<file path="src/rtl/adder_seq_pkg.sv">
// Shared types and pin-index constants for the sequential nibble adder tile.
package adder_seq_pkg;

    typedef enum logic [1:0] {
        LOAD,
        CALC,
        OUT
    } state_t;

    localparam int unsigned IN_VALID  = 0;
    localparam int unsigned SUB       = 1;
    localparam int unsigned OUT_READY = 2;
    localparam int unsigned CLEAR     = 3;
    localparam int unsigned BUSY      = 4;
    localparam int unsigned OUT_VALID = 5;
    localparam int unsigned CARRY     = 6;
    localparam int unsigned OVF       = 7;

    localparam logic [7:0] UIO_OE_MASK = 8'hF0;

endpackage

</file>
<file path="src/rtl/adder_nibble.sv">
// 4-bit combinational adder slice; msb_ci exposes the carry into bit 3 for
// signed-overflow detection.
module adder_nibble (
    input  logic [3:0] a,
    input  logic [3:0] b,
    input  logic       ci,
    output logic [3:0] s,
    output logic       co,
    output logic       msb_ci
);

    logic [3:0] low_sum;
    logic [4:0] full_sum;

    always_comb begin
        low_sum  = {1'b0, a[2:0]} + {1'b0, b[2:0]} + {3'b000, ci};
        full_sum = {1'b0, a} + {1'b0, b} + {4'b0000, ci};
    end

    assign s      = full_sum[3:0];
    assign co     = full_sum[4];
    assign msb_ci = low_sum[3];

endmodule

</file>
<file path="src/rtl/tt_um_adder_seq.sv">
// Multi-cycle add/subtract tile: nibble-serial operand load, nibble-serial
// ripple through one shared adder slice, byte-serial result under ready/valid.
module tt_um_adder_seq
    import adder_seq_pkg::*;
#(
    parameter int unsigned WIDTH = 16
) (
    input  logic [7:0] ui_in,
    output logic [7:0] uo_out,
    input  logic [7:0] uio_in,
    output logic [7:0] uio_out,
    output logic [7:0] uio_oe,
    input  logic       ena,
    input  logic       clk,
    input  logic       rst_n
);

    localparam int unsigned NIB   = WIDTH / 4;
    localparam int unsigned NBYTE = WIDTH / 8;
    localparam int unsigned CW    = (NIB > 1) ? $clog2(NIB) : 1;
    localparam int unsigned BW    = (NBYTE > 1) ? $clog2(NBYTE) : 1;
    localparam logic [CW-1:0] CNT_LAST  = CW'(NIB - 1);
    localparam logic [BW-1:0] BYTE_LAST = BW'(NBYTE - 1);

    state_t           state;
    logic [CW-1:0]    cnt;
    logic [BW-1:0]    byte_idx;
    logic [BW-1:0]    byte_next;
    logic [WIDTH-1:0] a_q;
    logic [WIDTH-1:0] b_q;
    logic [WIDTH-1:0] s_q;
    logic             sub_q;
    logic             c_q;
    logic             out_valid_q;
    logic             carry_q;
    logic             ovf_q;
    logic [7:0]       uo_q;

    logic       in_valid;
    logic       sub;
    logic       out_ready;
    logic       clear;
    logic [3:0] a_nib;
    logic [3:0] b_nib;
    logic [3:0] s_nib;
    logic       co;
    logic       msb_ci;
    logic       unused_ok;

    assign in_valid  = uio_in[IN_VALID];
    assign sub       = uio_in[SUB];
    assign out_ready = uio_in[OUT_READY];
    assign clear     = uio_in[CLEAR];
    assign unused_ok = &{1'b0, ena, uio_in[7:4]};

    assign byte_next = byte_idx + 1'b1;
    assign a_nib     = a_q[{cnt, 2'b00} +: 4];
    assign b_nib     = sub_q ? ~b_q[{cnt, 2'b00} +: 4] : b_q[{cnt, 2'b00} +: 4];

    adder_nibble u_adder (
        .a      (a_nib),
        .b      (b_nib),
        .ci     (c_q),
        .s      (s_nib),
        .co     (co),
        .msb_ci (msb_ci)
    );

    always_ff @(posedge clk or negedge rst_n) begin
        if (!rst_n) begin
            state       <= LOAD;
            cnt         <= '0;
            byte_idx    <= '0;
            a_q         <= '0;
            b_q         <= '0;
            s_q         <= '0;
            sub_q       <= 1'b0;
            c_q         <= 1'b0;
            out_valid_q <= 1'b0;
            carry_q     <= 1'b0;
            ovf_q       <= 1'b0;
            uo_q        <= '0;
        end else if (clear) begin
            state       <= LOAD;
            cnt         <= '0;
            byte_idx    <= '0;
            out_valid_q <= 1'b0;
            carry_q     <= 1'b0;
            ovf_q       <= 1'b0;
            uo_q        <= '0;
        end else begin
            case (state)
                LOAD: begin
                    if (in_valid) begin
                        a_q[{cnt, 2'b00} +: 4] <= ui_in[3:0];
                        b_q[{cnt, 2'b00} +: 4] <= ui_in[7:4];
                        if (cnt == '0) begin
                            sub_q <= sub;
                        end
                        if (cnt == CNT_LAST) begin
                            state <= CALC;
                            cnt   <= '0;
                            c_q   <= sub_q;
                        end else begin
                            cnt <= cnt + 1'b1;
                        end
                    end
                end
                CALC: begin
                    s_q[{cnt, 2'b00} +: 4] <= s_nib;
                    c_q <= co;
                    if (cnt == CNT_LAST) begin
                        carry_q  <= co;
                        ovf_q    <= co ^ msb_ci;
                        state    <= OUT;
                        cnt      <= '0;
                        byte_idx <= '0;
                    end else begin
                        cnt <= cnt + 1'b1;
                    end
                end
                OUT: begin
                    // First OUT cycle presents byte 0 from the now-complete s_q.
                    if (!out_valid_q) begin
                        out_valid_q <= 1'b1;
                        uo_q        <= s_q[7:0];
                    end else if (out_ready) begin
                        if (byte_idx == BYTE_LAST) begin
                            state       <= LOAD;
                            byte_idx    <= '0;
                            out_valid_q <= 1'b0;
                            carry_q     <= 1'b0;
                            ovf_q       <= 1'b0;
                            uo_q        <= '0;
                        end else begin
                            byte_idx <= byte_next;
                            uo_q     <= s_q[{byte_next, 3'b000} +: 8];
                        end
                    end
                end
                default: state <= LOAD;
            endcase
        end
    end

    always_comb begin
        uio_out            = '0;
        uio_out[BUSY]      = (state != LOAD);
        uio_out[OUT_VALID] = out_valid_q;
        uio_out[CARRY]     = carry_q;
        uio_out[OVF]       = ovf_q;
    end

    assign uo_out = uo_q;
    assign uio_oe = UIO_OE_MASK;

endmodule

</file>
<file path="config.mk">
export PLATFORM = sky130hd
export DESIGN_NAME = tt_um_adder_seq
export DESIGN_NICKNAME = d
export VERILOG_FILES = /design/src/rtl/adder_seq_pkg.sv /design/src/rtl/adder_nibble.sv /design/src/rtl/tt_um_adder_seq.sv
export SDC_FILE = /design/constraint.sdc
export NUM_CORES = 1
export LEC_CHECK = 0
export BUFFER_PORTS_ARGS = -buffer_cell sky130_fd_sc_hd__buf_4
export CAP_MARGIN = 25
export CORE_MARGIN = 4
export CORE_UTILIZATION = 50
export DETAILED_ROUTE_END_ITERATION = 16
export MAX_ROUTING_LAYER = met4
export PLACE_DENSITY_LB_ADDON = 0.05
export SLEW_MARGIN = 20
export SYNTH_ARGS = -nofsm -noshare
export SYNTH_HDL_FRONTEND = slang
export SYNTH_SLANG_ARGS = --single-unit
</file>
<file path="constraint.sdc">
create_clock -name clk -period 8.7 [get_ports clk]
set_input_delay 0.87 -clock clk [delete_from_list [all_inputs] [get_ports clk]]
set_output_delay 0.87 -clock clk [all_outputs]
set_load 0.05 [all_outputs]
</file>
==> results.yml <==
placed_design:
  io_buffers: 25
  pre_cts_ws_ps: 5353
  gp_congestion: 0.8284
  dp_hpwl_microns: 4764
sta:
  finalWorstSetupSlack_ps: 5370
  timing.fmax_mhz: 300.3
  finClkSkew_ps: 7.829
  finalHoldViolations: 0
  finalSetupViolCount: 0
  holdWs_ps: 477.2
  worst_slew_pin_slew_ps: 828.0
  slew_violations: 0
  rsz0062_at_grt: "no"
  slew_headroom: 0.4480
  period_share: 0.3828
  layout_min_cycle_time_ps: 3330
  finalSetupTns_ps: 0
die:
  row_count: 30
  start_util: 0.5131
  die_w_microns: 91.27
  die_area_sq_um: 8330
  core_area_sq_um: 6756
  pin_count: 43
  die_y_microns: 91.27
grt:
  use_met3: 0.03314
  grt_pass1_vias: 2326
  busiest_layer: "met2"
  grt_pass1_wl_microns: 11870
  antenna_found_initial: 0
  grt_max_degree: 67
  grtUsageMet2: 0.3053
  grt-ovfl-total: 0
  use_met1: 0.2375
  grt_usage: 0.1892
worst_setup_path:
  cp.required_ps: 8930
  worstPathBufferInverterCount: 1
  cp-end-kind: "register"
  crit_type: "register to register"
  arrival_ps: 3560
  cp-start-kind: "register"
  cp_top_family: "flip-flops"
  path_cells: "mux4_2 > xnor2_1 > fa_1 > inv_1 > fa_1 > a21o_1 > a21oi_1 > a21oi_1 > mux2_2"
  worstPathMaxFanout: 17
  cp_slowest_cell: "dfrtp_1"
  slowest_delay_ps: 870
detailed_routing:
  num_vias: 2351
  wire_per_inst_microns: 15.06
  antenna_left: 0
  via_per_inst: 5.156
  drt-pass1-iter-count: 4
  drtIter0Drc: 99
  route.detailed.drc: 0
  wl_microns: 6866
logic_synthesis:
  syn_area_sq_um: 3467
  yosysTopAreaCellShare: 0.4764
  syn_inst: 356
  yosys_warnings: 0
  synth.top_cells.by_area: "dfrtp_1 (48%), nand2_1 (11%), o21ai_0 (5.8%)"
  synth_xor_area_frac: 0.01768
  synth_compound_area_frac: 0.1379
  ys_seq_area_frac: 0.4764
  synth-adder-area-share: 0.04042
  async_flop_share: 1.000
  synth.avg_cell_area_sq_um: 9.739
  synth_top_family_by_area: "simple AND/OR/NAND/NOR gates"
  yosys.area_share.simple: 0.1902
  yosysTopAreaCell: "dfrtp_1"
  synthFlopType: "dfrtp_1"
  synth_edf_count: 0
  synth_cell_types: 43
  synth-seq-cells: 66
  muxShareOfSynthArea: 0.06748
cells_and_area:
  syn2layout_area_growth_pct: 8.372
  antenna_cells: 0
  final_nets: 401
  final_common_cell: "nand2_1"
  drive_gt1_frac: 0.1702
  mostFrequentLayoutCells: "nand2_1 (98), dfrtp_1 (66), o21ai_0 (40)"
power_and_ir_drop:
  powerDensity_nw_per_um2: 191.9
  p_leak_uw: 0.001703
  ir_drop_v: 0.00009620
  power_uw: 721.0
clocking:
  cts_sinks: 66
  path_clk_slew_ps: 70
  cts.repair.resized: 0
  cts_root_buffer: "clkbuf_8"
  post_cts_buffers: 0
  worstSkewPairLatency_ps: 340
  clock_path_buffers: 2
  cts_hold_buf: 0
  cts.htree.levels: 3
  cts_inserted_buffers: 9
  cts_tree: "yes"
flow_run:
  drv_cap: 0
run_status:
  status: "complete, no violations"
hold_path:
  min_path_type: "register to register"
==> through the flow <==
step,utilization,instance area (sq um),instances
finish,0.5561,3757,456
global route,0.5561,3757,456
CTS,0.5561,3757,456
detailed placement,0.5309,3587,441
global placement,0.5309,3587,441
floorplan,-,3505,366
==> where the power goes <==
part / total (uW) / internal, uW / leakage (uW) / switching, uW
sequential: 338 / 323 / 0.000911 / 14.6
combinational: 153 / 55.7 / 0.000700 / 97.3
clock: 230 / 116 / 0.0000920 / 114
total: 721 / 495 / 0.00170 / 226
==> path summary, 6_finish.rpt <==
kind | startpoint | to | slack [ps] | cells past startpoint
worst max-delay path | cnt[0] | c_q | 5370 | 9
worst min-delay path | uo_out[2] | uo_out[2] | 480 | 2
worst max register to register | cnt[0] | c_q | 5370 | 9
worst min register to register | uo_out[2] | uo_out[2] | 480 | 2
max in group asynchronous | rst_n | b_q[2] | 7530 | 1
min in group asynchronous | rst_n | s_q[10] | 620 | 1
==> synthesized netlist by cell type (all sizes together) (2+ instances only) <==
| library cell | instances |
|---|---|
| a21oi | 14 |
| xnor2 | 3 |
| mux4 | 8 |
| nand2 | 98 |
| nand2b | 3 |
| dfrtp | 66 |
| nand3 | 7 |
| ha | 8 |
| o31ai | 13 |
| conb | 2 |
| fa | 2 |
| mux2i | 2 |
| clkbuf | 4 |
| buf | 26 |
| mux2 | 3 |
| nand3b | 2 |
| or2 | 2 |
| and3 | 2 |
| xor2 | 4 |
| o21ai | 46 |
| inv | 8 |
| nor2 | 5 |
| nor2b | 13 |
| nor3 | 5 |
==> kinds of logic (layout without fill, tap and decap cells) <==
group | count (synthesis) | count (layout)
muxes | 13 | 13
AOI/OAI and AO/OA | 79 | 79
xor gates and xnor gates | 7 | 7
and+or+nand+nor | 141 | 141
adders and majority gates | 10 | 10
DFF | 66 | 66
buffers and inverters | 38 | 48
other | 2 | 12
==> state kept, by name, indices dropped and copies added (netlist names) <==
signal	count
s_q	16
uo_out	8
byte_idx	1
c_q	1
cnt	2
ovf_q	1
sub_q	1
a_q	16
b_q	16
carry_q	1
state	2
out_valid_q	1
==> cell type report <==
type,instances,area (sq um)
Clock inverter,3,15.01
Inverter,8,30.03
Clock buffer,12,155.1
Sequential cell,66,1652
Fill cell,654,2999
Multi-Input combinational cell,262,1618
Tap cell,80,100.1
Timing Repair Buffer,25,187.7
==> worst reg2reg max path, stage by stage, from the launching register on <==
cell	delay, ps
dfrtp_1	870
mux4_2	610
xnor2_1	180
fa_1	210
inv_1	60
fa_1	400
a21o_1	180
a21oi_1	320
a21oi_1	110
mux2_2	270
==> per-layer routing <==
metal	share of wire	up-vias
met3	0.033	11
met4	0.019	0
met5	0	-
met1	0.46	1093
met2	0.49	39
li1	-	1208
(Power assumes the default switching activity.)
